===== src/rtl/mem_arbiter.sv =====
// Arbitrates the single data-memory port between instruction fetch and load/store.
// One transaction in flight; illegal accesses and hung accesses return an error.
module mem_arbiter #(
    parameter int TIMEOUT      = 255,
    parameter int STARVE_LIMIT = 4
) (
    input  logic        clk,
    input  logic        rst,
    input  logic        if_req,
    input  logic [31:0] if_addr,
    output logic        if_gnt,
    output logic        if_rvalid,
    output logic [31:0] if_rdata,
    output logic        if_err,
    input  logic        ls_req,
    input  logic        ls_we,
    input  logic [31:0] ls_addr,
    input  logic [2:0]  ls_op,
    input  logic [31:0] ls_wdata,
    output logic        ls_gnt,
    output logic        ls_rvalid,
    output logic [31:0] ls_rdata,
    output logic        ls_err,
    output logic        mem_req,
    output logic        mem_we,
    output logic [31:0] mem_addr,
    output logic [2:0]  mem_op,
    output logic [31:0] mem_wdata,
    input  logic [31:0] mem_rdata,
    input  logic        mem_ack
);

    typedef enum logic [1:0] {
        IDLE,
        WAIT,
        RESP
    } state_t;

    localparam int TW = (TIMEOUT > 1) ? $clog2(TIMEOUT + 1) : 1;
    localparam int SW = (STARVE_LIMIT > 1) ? $clog2(STARVE_LIMIT + 1) : 1;
    localparam logic [TW-1:0] T_LAST = TW'(TIMEOUT - 1);
    localparam logic [SW-1:0] S_MAX = SW'(STARVE_LIMIT);
    localparam bit TO_EN = (TIMEOUT != 0);

    state_t        state_q;
    state_t        state_d;
    logic          owner_q;
    logic          we_q;
    logic [31:0]   addr_q;
    logic [2:0]    op_q;
    logic [31:0]   wdata_q;
    logic [31:0]   rdata_q;
    logic          err_q;
    logic [SW-1:0] starve_q;
    logic [TW-1:0] tcnt_q;

    logic          pick_if;
    logic          pick_ls;
    logic          req_we;
    logic [31:0]   req_addr;
    logic [2:0]    req_op;
    logic [31:0]   req_wdata;
    logic          legal;
    logic          expire;

    always_comb begin
        pick_if = 1'b0;
        pick_ls = 1'b0;
        if (state_q == IDLE) begin
            pick_if = if_req && (!ls_req || starve_q == S_MAX);
            pick_ls = ls_req && !pick_if;
        end
    end

    assign req_we    = pick_if ? 1'b0 : ls_we;
    assign req_addr  = pick_if ? if_addr : ls_addr;
    assign req_op    = pick_if ? 3'b010 : ls_op;
    assign req_wdata = pick_if ? 32'd0 : ls_wdata;

    // Checked on the request being granted, i.e. exactly what gets latched.
    always_comb begin
        legal = 1'b0;
        unique case (req_op)
            3'b000:  legal = 1'b1;
            3'b001:  legal = (req_addr[1:0] != 2'b11);
            3'b010:  legal = (req_addr[1:0] == 2'b00);
            3'b100:  legal = !req_we;
            3'b101:  legal = !req_we && (req_addr[1:0] != 2'b11);
            default: legal = 1'b0;
        endcase
    end

    assign expire = TO_EN && (tcnt_q == T_LAST);

    always_comb begin
        state_d = state_q;
        unique case (state_q)
            IDLE: begin
                if (pick_if || pick_ls)
                    state_d = legal ? WAIT : RESP;
            end
            WAIT: begin
                if (mem_ack || expire)
                    state_d = RESP;
            end
            RESP:    state_d = IDLE;
            default: state_d = IDLE;
        endcase
    end

    always_ff @(posedge clk or negedge rst) begin
        if (!rst)
            state_q <= IDLE;
        else
            state_q <= state_d;
    end

    always_ff @(posedge clk or negedge rst) begin
        if (!rst) begin
            owner_q  <= 1'b0;
            we_q     <= 1'b0;
            addr_q   <= '0;
            op_q     <= '0;
            wdata_q  <= '0;
            rdata_q  <= '0;
            err_q    <= 1'b0;
            starve_q <= '0;
            tcnt_q   <= '0;
        end else begin
            unique case (state_q)
                IDLE: begin
                    if (pick_if || pick_ls) begin
                        owner_q <= pick_if;
                        we_q    <= req_we;
                        addr_q  <= req_addr;
                        op_q    <= req_op;
                        wdata_q <= req_wdata;
                        rdata_q <= '0;
                        err_q   <= !legal;
                    end
                    if (pick_if)
                        starve_q <= '0;
                    else if (pick_ls && if_req && starve_q != S_MAX)
                        starve_q <= starve_q + 1'b1;
                end
                WAIT: begin
                    tcnt_q <= tcnt_q + 1'b1;
                    // An ack in the expiry cycle still completes normally.
                    if (mem_ack) begin
                        rdata_q <= we_q ? 32'd0 : mem_rdata;
                        err_q   <= 1'b0;
                        tcnt_q  <= '0;
                    end else if (expire) begin
                        rdata_q <= '0;
                        err_q   <= 1'b1;
                        tcnt_q  <= '0;
                    end
                end
                default: tcnt_q <= '0;
            endcase
        end
    end

    assign if_gnt = pick_if;
    assign ls_gnt = pick_ls;

    assign mem_req   = (state_q == WAIT);
    assign mem_we    = mem_req && we_q;
    assign mem_addr  = mem_req ? addr_q : 32'd0;
    assign mem_op    = mem_req ? op_q : 3'd0;
    assign mem_wdata = mem_req ? wdata_q : 32'd0;

    assign if_rvalid = (state_q == RESP) && owner_q;
    assign ls_rvalid = (state_q == RESP) && !owner_q;
    assign if_rdata  = if_rvalid ? rdata_q : 32'd0;
    assign ls_rdata  = ls_rvalid ? rdata_q : 32'd0;
    assign if_err    = if_rvalid && err_q;
    assign ls_err    = ls_rvalid && err_q;

endmodule


===== config.mk =====
export PLATFORM = sky130hd
export DESIGN_NAME = mem_arbiter
export DESIGN_NICKNAME = d
export VERILOG_FILES = /design/src/rtl/mem_arbiter.sv
export SDC_FILE = /design/constraint.sdc
export NUM_CORES = 1
export LEC_CHECK = 0
export BUFFER_PORTS_ARGS = -buffer_cell sky130_fd_sc_hd__buf_2
export CAP_MARGIN = 20
export CORE_ASPECT_RATIO = 1.1
export CORE_MARGIN = 2
export CORE_UTILIZATION = 52
export CTS_BUF_LIST = sky130_fd_sc_hd__clkbuf_8
export CTS_CLUSTER_SIZE = 14
export DETAILED_ROUTE_END_ITERATION = 8
export GPL_ROUTABILITY_DRIVEN = 0
export HOLD_SLACK_MARGIN = 0.05
export PLACE_DENSITY = 0.89
export SLEW_MARGIN = 20
export SYNTH_ARGS = -nofsm -noshare
export SYNTH_HDL_FRONTEND = slang
export SYNTH_SLANG_ARGS = --single-unit
export TNS_END_PERCENT = 100

===== constraint.sdc =====
create_clock -name clk -period 4.66 [get_ports clk]
set_input_delay 0.699 -clock clk [delete_from_list [all_inputs] [get_ports clk]]
set_output_delay 0.699 -clock clk [all_outputs]
set_load 0.005 [all_outputs]

==> flow_metrics.py, run 1 <==
metrics = {
    "clocking": {
        "ctsResizeCount": 0,
        "cts-root-buf": "clkbuf_8",
        "clock_latency_ps": 430,
        "htree_num_levels": 4,
        "cts.clk_slew.worst_paths_ps": 70,
        "ctsHoldBuffers": 0,
        "post-cts-setup-buffer-count": 0,
        "numCtsBuffers": 17,
        "clockBufferDepth": 2,
        "tritoncts": "yes",
        "clock_sink_count": 115,
    },
    "sta": {
        "setup_tns_ps": 0,
        "fin_crit_ps": 3010,
        "rsz0062_at_grt": "no",
        "clock_skew_ps": 10.2,
        "setup_violations": 0,
        "timing.final.hold_violations": 0,
        "slew_viol_final": 0,
        "max_slew_margin": 0.344,
        "fin_crit_sh": 0.645,
        "tightest_slew_ps": 983,
        "fmax_ghz": 0.333,
    },
    "critical_path": {
        "cp.arrival_ps": 2310,
        "path_max_fanout": 53,
        "startpoint_type": "flop",
        "worst_ep_required_time_ps": 3960,
        "crit_type": "flop to output pin",
        "crit_path_end_kind": "output pin",
        "r2r_slack_ps": 2160,
    },
    "logic_synthesis": {
        "synth_top_area_share": 0.506,
        "yosysUniqueCellTypes": 39,
        "synthesis.nets": 694,
        "yosysSeqAreaShare": 0.506,
        "async_reset_ff_frac": 1.00,
        "synthCells": 553,
        "synth_most_common_cell": "and2_1",
        "yosysWarnings": 0,
        "synthFlopType": "dfrtp_1",
        "avgSynthCellArea_um2": 10.3,
        "synthTopCellsByArea": "dfrtp_1 (51%), and2_1 (15%), a22o_1 (8.9%)",
        "syn-cell-area_um2": 5680,
        "synth.largest_area_cell": "dfrtp_1",
        "synth_commonest_cells": "and2_1 (136), dfrtp_1 (115), nand2_1 (59)",
        "ys_ff_latch": 115,
        "synth-edff-count": 0,
    },
    "drt": {
        "via_count": 5060,
        "wl_um": 14800,
        "drtPass1Iterations": 5,
        "drt-initial-drc-count": 291,
        "drt_drc_violations_left": 0,
        "wl_per_cell_um": 15.1,
        "drtAntennaViolNets": 0,
        "viasPerCell": 5.17,
    },
    "cells_and_area": {
        "drive_above_1_share": 0.391,
        "area_growth_pct": 32.2,
        "fin_area_um2": 7510,
        "fin_nets": 957,
    },
    "power_and_ir_drop": {
        "p_clk_frac": 0.240,
        "p_switching_uw": 1290,
        "switching_share": 0.354,
        "p_seq_frac": 0.433,
        "ir_worst_vdd_uv": 253,
        "p_leak_uw": 0.00408,
        "cellPowerDensity_nw_per_um2": 485,
        "internal-power_uw": 2350,
        "combinationalPowerShare": 0.327,
        "p_total_uw": 3650,
    },
    "job": {
        "max_cap_violations": 0,
    },
    "floorplan": {
        "rows": 40,
        "fp.dieH_um": 114,
        "design.portCount": 276,
        "die_area_um2": 11800,
        "die_w_um": 104,
        "coreArea_um2": 10800,
        "start_util": 0.526,
    },
    "grt": {
        "grt_antenna_before_repair": 4,
        "grt_max_degree": 102,
        "grt_overflow": 0,
        "met3_usage": 0.0914,
        "grt_pass1_vias": 4868,
        "busiest_layer": "met2",
        "gr-usage-met1": 0.297,
        "grt_pass1_wl_um": 23500,
        "met2_usage": 0.432,
        "grtUsageTotal": 0.252,
    },
    "outcome": {
        "run_status": "finished clean",
    },
    "min_path": {
        "hold_path_class": "input port to async pin",
    },
    "placement": {
        "portBuffers": 275,
        "dp_hpwl_um": 11000,
        "postPlaceCellArea_um2": 7120,
    },
}
[registers in the layout, indices dropped and copies added, names as in the netlist]
signal,count
owner_q,1
addr_q,32
op_q,3
state_q,2
we_q,1
err_q,1
rdata_q,32
wdata_q,32
starve_q,3
tcnt_q,8
[metrics by stage]
| stage | instances | hold WS (ps) | setup slack, ps | util |
|---|---|---|---|---|
| 6_report | 978 | 209 | 1650 | 0.695 |
| 3_3_place_gp | 944 | 449 | 1800 | 0.659 |
| 4_1_cts | 975 | 203 | 1600 | 0.694 |
| 2_1_floorplan | 553 | 403 | 2340 | - |
| 5_1_grt | 975 | 202 | 1430 | 0.694 |
| 3_5_place_dp | 944 | 456 | 1770 | 0.659 |
[cells in the final DEF (no fill, tap or decap), types with 3 or more instances in the layout]
cell type  count
nand2_1       59
diode_2        3
and2_1       136
a21oi_1        8
clkinv_2       4
a31oi_1        3
ha_1           4
nor2_1         3
a22o_1        58
inv_1          8
dfrtp_1      115
clkbuf_8      17
nand3_1        6
o21ai_0       24
buf_2        274
mux2i_1       33
nand2b_1       3
and3_1         4
buf_4          8
clkinv_4       5
o21ai_1       28
[layout make-up]
class	instances	area (um2)
tap	147	184
timing repair buffer	282	1430
inverter	8	30.0
multi-input combinational	392	2610
antenna	3	7.51
clock buffer	17	234
fill	871	3300
sequential	115	2880
clock inverter	14	143
[worst max-delay path, cell delays in order (launching register included)]
cell	delay, ps
dfrtp_1	460
nand2b_1	210
clkinv_1	410
buf_4	420
and2_1	220
buf_2	130
[metal layers]
metal,up-vias,share of wire
met1,2373,0.40
met5,-,0.00047
li1,2423,-
met3,33,0.077
met2,229,0.50
met4,2,0.024
[worst paths after layout]
kind | startpoint | endpoint | cells after the start
max in group asynchronous | rst | tcnt_q[0] | 2
setup / recovery | state_q[1] | mem_addr[0] | 5
hold / removal | rst | rdata_q[13] | 1
min in group clk | op_q[1] | op_q[1] | 2
setup reg to reg | state_q[1] | rdata_q[22] | 6
hold reg to reg | op_q[1] | op_q[1] | 2
[kinds of logic (layout without fill, tap and decap cells)]
family          Yosys count  count (layout)  share of synthesized area
compound gates          131             131                      0.163
xor+xnor                  1               1                    0.00154
fa+ha+maj                 4               4                    0.00881
buf+inv                  46             321                     0.0392
flops                   115             115                      0.506
mux                      33              33                     0.0581
other cells               0               3                          0
simple gates            223             223                      0.223
[power by group through the flow]
stage	clock, uW	sequential (uW)	combinational, uW
floorplan	0	1510	861
global placement	0	1570	1150
detailed placement	0	1590	1210
CTS	892	1580	1210
global route	942	1630	1330
finish	874	1580	1190
No activity file was read; power rests on OpenSTA's default activity.
==> run 2: changes to the inputs <==
--- a/config.mk
+++ b/config.mk
@@ -5,17 +5,18 @@
 export SDC_FILE = /design/constraint.sdc
 export NUM_CORES = 1
 export LEC_CHECK = 0
+export ABC_AREA = 1
 export BUFFER_PORTS_ARGS = -buffer_cell sky130_fd_sc_hd__buf_2
 export CAP_MARGIN = 20
 export CORE_ASPECT_RATIO = 1.1
 export CORE_MARGIN = 2
-export CORE_UTILIZATION = 52
+export CORE_UTILIZATION = 44
 export CTS_BUF_LIST = sky130_fd_sc_hd__clkbuf_8
 export CTS_CLUSTER_SIZE = 14
 export DETAILED_ROUTE_END_ITERATION = 8
 export GPL_ROUTABILITY_DRIVEN = 0
 export HOLD_SLACK_MARGIN = 0.05
-export PLACE_DENSITY = 0.89
+export PLACE_DENSITY = 0.8
 export SLEW_MARGIN = 20
 export SYNTH_ARGS = -nofsm -noshare
 export SYNTH_HDL_FRONTEND = slang
==> constraint.sdc (replaced) <==
create_clock -name clk -period 2.44 [get_ports clk]
set_input_delay 0.366 -clock clk [delete_from_list [all_inputs] [get_ports clk]]
set_output_delay 0.366 -clock clk [all_outputs]
set_load 0.005 [all_outputs]
==> run 2 against run 1 <==
Compared with the run above: worst hold slack worse by 59 ps; power grew 120%; cell count is 26% higher; largest power group is now combinational logic; final area up 2.8%; combinational power rose to 3.0 times the previous value.
==> flow_metrics.py, run 2 <==
metrics = {
    "outcome": {
        "run_status": "finished clean",
    },
    "sta": {
        "setup_violations": 0,
        "rsz0062_at_grt": "no",
        "setup_tns_ps": 0,
        "tightest_slew_ps": 523,
        "fin_crit_sh": 0.943,
        "fin_crit_ps": 2300,
        "slew_viol_final": 0,
        "timing.final.hold_violations": 0,
        "max_slew_margin": 0.652,
        "fmax_ghz": 0.435,
        "clock_skew_ps": 10.5,
    },
    "logic_synthesis": {
        "syn-cell-area_um2": 5790,
        "synthFlopType": "dfrtp_1",
        "synth_commonest_cells": "nand2_1 (176), nor2_1 (149), inv_1 (120)",
        "synthesis.nets": 937,
        "avgSynthCellArea_um2": 7.27,
        "yosysUniqueCellTypes": 26,
        "synth_top_area_share": 0.497,
        "synth_most_common_cell": "nand2_1",
        "async_reset_ff_frac": 1.00,
        "ys_ff_latch": 115,
        "yosysWarnings": 0,
        "yosysSeqAreaShare": 0.497,
        "synth-edff-count": 0,
        "synthTopCellsByArea": "dfrtp_1 (50%), nand2_1 (11%), nor2_1 (9.7%)",
        "synthCells": 796,
        "synth.largest_area_cell": "dfrtp_1",
    },
    "drt": {
        "drtAntennaViolNets": 0,
        "drtPass1Iterations": 5,
        "wl_per_cell_um": 12.4,
        "drt_drc_violations_left": 0,
        "drt-initial-drc-count": 288,
        "viasPerCell": 4.69,
        "wl_um": 15300,
        "via_count": 5784,
    },
    "grt": {
        "grt_overflow": 0,
        "grt_max_degree": 55,
        "grt_antenna_before_repair": 1,
        "grt_pass1_vias": 5381,
        "grtUsageTotal": 0.215,
        "grt_pass1_wl_um": 24600,
    },
    "power_and_ir_drop": {
        "p_clk_frac": 0.200,
        "p_leak_uw": 0.00444,
        "cellPowerDensity_nw_per_um2": 1060,
        "p_total_uw": 8190,
        "switching_share": 0.408,
        "combinationalPowerShare": 0.431,
        "p_switching_uw": 3340,
        "p_seq_frac": 0.369,
        "ir_worst_vdd_uv": 403,
        "internal-power_uw": 4850,
    },
    "clocking": {
        "tritoncts": "yes",
        "clockBufferDepth": 2,
        "cts.clk_slew.worst_paths_ps": 70,
        "numCtsBuffers": 17,
        "clock_latency_ps": 420,
        "cts-root-buf": "clkbuf_8",
        "clock_sink_count": 115,
        "htree_num_levels": 4,
    },
    "floorplan": {
        "coreArea_um2": 12800,
        "start_util": 0.454,
        "die_w_um": 113,
        "die_area_um2": 14100,
        "design.portCount": 276,
        "fp.dieH_um": 124,
        "rows": 43,
    },
    "critical_path": {
        "worst_ep_required_time_ps": 2070,
        "crit_chain": "inv_1, ha_1, nand2_1, nand2_2, inv_2, nor2_1, nor3_4, buf_12, buf_2",
        "timing.critical_path.buf_inv": 4,
        "crit_path_end_kind": "output pin",
        "slowest_delay_ps": 350,
        "crit_type": "flop to output pin",
        "cp.arrival_ps": 1930,
        "startpoint_type": "flop",
        "path_max_fanout": 36,
        "slowest_stage": "dfrtp_1",
        "path_delay_family": "buffers and inverters",
    },
    "placement": {
        "dp_hpwl_um": 11300,
        "portBuffers": 275,
    },
    "cells_and_area": {
        "fin_util": 0.605,
        "area_growth_pct": 33.4,
        "final_cell_mix": "buf_2 (274), nand2_1 (175), nor2_1 (147)",
        "fin_nets": 1204,
        "drive_above_1_share": 0.314,
        "layout_commonest_cell": "buf_2",
        "top_regs": "addr_q: 32 flops, rdata_q: 32 flops, wdata_q: 32 flops",
    },
    "job": {
        "max_cap_violations": 0,
    },
    "min_path": {
        "hold_path_class": "input port to flop",
    },
}
[run 2: cell types whose count changed after synthesis, sizes merged, moves of 13 or more]
cell   delta
mux2i    -33
a22o     -58
inv     +119
nand3    +13
and2    -136
nor2    +144
nand2   +119
o21ai    +19
a21oi    +64
[run 2: layout make-up]
cell class	instances	area, um2
Antenna cell	1	2.50
Clock buffer	19	262
Clock inverter	13	111
Fill cell	1176	5030
Inverter	126	473
Multi-Input combinational cell	511	2240
Sequential cell	115	2880
Tap cell	157	196
Timing Repair Buffer	292	1560
[run 2: worst register-to-register path: cells and delay by family (launching register included)]
kind	cells	cell delay, ps
buf+inv	4	750
simple gates	6	630
flops	1	350
fa+ha+maj	1	190
compound gates	1	80
[run 2: per-layer routing]
layer	routed length (um)	GRT usage
met1	6380	0.261
met2	7660	0.373
met3	982	0.0506
met4	284	0.0746
met5	0	0
[run 2: cells by family (layout without fill, tap and decap cells)]
kind of cell | Yosys count | after routing | share of synthesized area
AND/OR/NAND/NOR | 358 | 358 | 0.245
adder cells (fa/ha/maj) | 4 | 4 | 0.00865
AO/OA/AOI/OAI | 147 | 147 | 0.128
flip-flops | 115 | 115 | 0.497
buffers and inverters | 170 | 450 | 0.118
XOR/XNOR | 2 | 2 | 0.00303
other | 0 | 1 | 0
[run 2: per-stage QoR]
| stage | cell area [um2] | std cells | setup WS (ps) | hold WS (ps) |
|---|---|---|---|---|
| final | 7720 | 1234 | 139 | 150 |
| after global routing | 7720 | 1234 | 26.8 | 135 |
| after CTS | 7710 | 1233 | 56.8 | 126 |
| after detailed placement | 7320 | 1200 | 448 | 373 |
| after global placement | 7320 | 1200 | 488 | 371 |
| after floorplan | 5790 | 796 | 663 | 70.4 |
[run 2: power groups by stage]
stage	Sequential, uW	Clock (uW)	Combinational [uW]
floorplan	2980	0	2420
global placement	3020	0	3410
detailed placement	3060	0	3510
CTS	3020	1670	3540
global route	3120	1750	4050
finish	3020	1630	3530
[run 2: worst paths after layout]
| check | start | end | slack, ps | depth (start not counted) |
|---|---|---|---|---|
| max | starve_q[0] | ls_gnt | 140 | 9 |
| min | ls_wdata[0] | wdata_q[0] | 150 | 3 |
| max reg2reg | starve_q[0] | addr_q[20] | 360 | 12 |
| min reg2reg | addr_q[1] | addr_q[1] | 510 | 2 |
| max in group asynchronous | rst | addr_q[2] | 1350 | 3 |
| min in group asynchronous | rst | rdata_q[14] | 450 | 2 |
[run 2: repair_timing]
action,in CTS,in global routing
hold endpoints to repair,37,0
hold buffers,1,0
setup buffers,0,0
pin swaps,0,0
gates resized for setup,1,3
setup endpoints to repair,1,2
==> run 3: changes to the inputs <==
--- a/config.mk
+++ b/config.mk
@@ -5,18 +5,17 @@
 export SDC_FILE = /design/constraint.sdc
 export NUM_CORES = 1
 export LEC_CHECK = 0
-export ABC_AREA = 1
 export BUFFER_PORTS_ARGS = -buffer_cell sky130_fd_sc_hd__buf_2
 export CAP_MARGIN = 20
 export CORE_ASPECT_RATIO = 1.1
 export CORE_MARGIN = 2
-export CORE_UTILIZATION = 44
+export CORE_UTILIZATION = 43
 export CTS_BUF_LIST = sky130_fd_sc_hd__clkbuf_8
 export CTS_CLUSTER_SIZE = 14
 export DETAILED_ROUTE_END_ITERATION = 8
 export GPL_ROUTABILITY_DRIVEN = 0
 export HOLD_SLACK_MARGIN = 0.05
-export PLACE_DENSITY = 0.8
+export PLACE_DENSITY = 0.78
 export SLEW_MARGIN = 20
 export SYNTH_ARGS = -nofsm -noshare
 export SYNTH_HDL_FRONTEND = slang
==> run 3 against run 2 <==
Compared with the run above: critical path depth decreased by 4; sequential share of layout area increased by 0.29 points; sequential power about the same; register-to-register slack improved by 150 ps; final area decreased by 0.78%; clock skew increased by 0.72 ps; die area increased by 0.45%; wire length decreased by 3.5%; first-iteration DRC count decreased by 22%; critical path type unchanged; critical endpoint is now mem_addr[0]; largest cell class unchanged; highest routed layer is now met5.
==> flow_metrics.py, run 3 (same netlist as run 1, synthesis figures left out) <==
metrics = {
    "drt": {
        "drt-initial-drc-count": 226,
        "viasPerCell": 5.05,
        "drt_drc_violations_left": 0,
        "drtAntennaViolNets": 0,
        "wl_per_cell_um": 14.8,
        "via_count": 5035,
        "drtPass1Iterations": 4,
        "wl_um": 14800,
    },
    "outcome": {
        "run_status": "finished clean",
    },
    "clocking": {
        "clock_latency_ps": 440,
        "post-cts-setup-buffer-count": 0,
        "clock_sink_count": 115,
        "numCtsBuffers": 17,
        "clockBufferDepth": 2,
        "tritoncts": "yes",
        "cts.clk_slew.worst_paths_ps": 70,
        "cts-root-buf": "clkbuf_8",
        "htree_num_levels": 4,
    },
    "cells_and_area": {
        "drive_above_1_share": 0.395,
        "insertedDiodeCount": 0,
        "layout_commonest_cell": "buf_2",
        "area_growth_pct": 34.8,
        "final_cell_mix": "buf_2 (274), and2_1 (136), dfrtp_1 (115)",
        "fin_util": 0.587,
        "top_regs": "addr_q: 32 flops, rdata_q: 32 flops, wdata_q: 32 flops",
        "fin_nets": 965,
    },
    "floorplan": {
        "design.portCount": 276,
        "die_area_um2": 14200,
        "rows": 44,
        "start_util": 0.435,
        "coreArea_um2": 13000,
        "die_w_um": 114,
        "fp.dieH_um": 125,
    },
    "sta": {
        "timing.final.hold_violations": 0,
        "tightest_slew_ps": 597,
        "setup_violations": 0,
        "slew_viol_final": 0,
        "max_slew_margin": 0.601,
        "fin_crit_ps": 2290,
        "holdWs_ps": 141,
        "clock_skew_ps": 11.3,
        "fmax_ghz": 0.437,
        "fin_crit_sh": 0.937,
        "rsz0062_at_grt": "no",
        "setup_tns_ps": 0,
    },
    "grt": {
        "grt_overflow": 0,
        "grt_pass1_wl_um": 23900,
        "grt_max_degree": 102,
        "grt_pass1_vias": 4749,
        "grt_antenna_before_repair": 1,
        "grtUsageTotal": 0.214,
    },
    "power_and_ir_drop": {
        "p_leak_uw": 0.00416,
        "cellPowerDensity_nw_per_um2": 938,
        "ir_worst_vdd_uv": 506,
    },
    "job": {
        "max_cap_violations": 0,
    },
    "critical_path": {
        "worst_ep_required_time_ps": 2070,
        "crit_type": "flop to output pin",
        "startpoint_type": "flop",
        "cp.arrival_ps": 1920,
        "path_max_fanout": 37,
        "crit_path_end_kind": "output pin",
    },
    "placement": {
        "dp_hpwl_um": 10800,
        "portBuffers": 275,
    },
    "min_path": {
        "hold_path_class": "input port to flop",
    },
}
[run 3: changes by cell type in the layout (fill, tap and decap cells not counted), moves of 4 or more]
cell,delta
a21oi_1,-64
a22o_1,+58
and2_1,+136
and3_1,+4
clkinvlp_4,-5
inv_1,-111
inv_2,-6
mux2i_1,+33
nand2_1,-116
nand3_1,-12
nor2_1,-144
o21ai_0,-37
o21ai_1,+16
[run 3: stage by stage]
step / power [uW] / instances / area [um2] / worst slack [ps]
after floorplan: 4540 / 553 / 5680 / 573
after detailed placement: 5410 / 964 / 7220 / 238
after global routing: 7730 / 998 / 7660 / 16.2
after CTS: 7260 / 998 / 7650 / 92.7
after global placement: 5320 / 964 / 7220 / 286
final: 7180 / 998 / 7660 / 153
[run 3: critical path, cell delays in order (launching register included)]
cell	delay, ps
dfrtp_1	460
nand2b_1	230
clkinv_1	80
buf_4	300
and2_1	260
buf_2	140
[run 3: final timing paths]
kind / start / end / slack, ps / cells after the start
min in group asynchronous: rst / wdata_q[3] / 390 / 2
max in group asynchronous: rst / addr_q[21] / 1360 / 3
setup / recovery: state_q[1] / mem_addr[0] / 150 / 5
hold reg to reg: tcnt_q[7] / tcnt_q[7] / 470 / 1
hold / removal: ls_wdata[1] / wdata_q[1] / 140 / 2
setup reg to reg: state_q[1] / addr_q[18] / 510 / 5
[run 3: repair_timing]
action                                 in CTS  in global routing
hold buffers                                1                  0
pin swaps                                   1                  0
endpoints found under the hold margin      26                  0
setup endpoints to repair                   1                  1
gates cloned                                1                  0
resized for setup                           1                  1
[run 3: per-layer routing]
metal	track usage	vias to the layer above	wire, um
met2	0.352	223	6990
li1	-	2444	-
met1	0.262	2344	6250
met3	0.0710	22	1290
met5	0	-	12
met4	0.0789	2	215
[run 3: power by group]
part / switching, uW / leakage, uW / internal (uW) / total [uW]
Sequential: 395 / 0.00148 / 2610 / 3000
Combinational: 1330 / 0.00246 / 1060 / 2390
Clock: 743 / 0.000219 / 1040 / 1790
Total: 2470 / 0.00416 / 4710 / 7180
[run 3: final cells by class]
cell class,count,area (um2)
fill,1181,5390
multi-input combinational,393,2620
sequential,115,2880
inverter,8,30.0
timing repair buffer,289,1520
clock buffer,19,262
tap,161,201
clock inverter,13,143
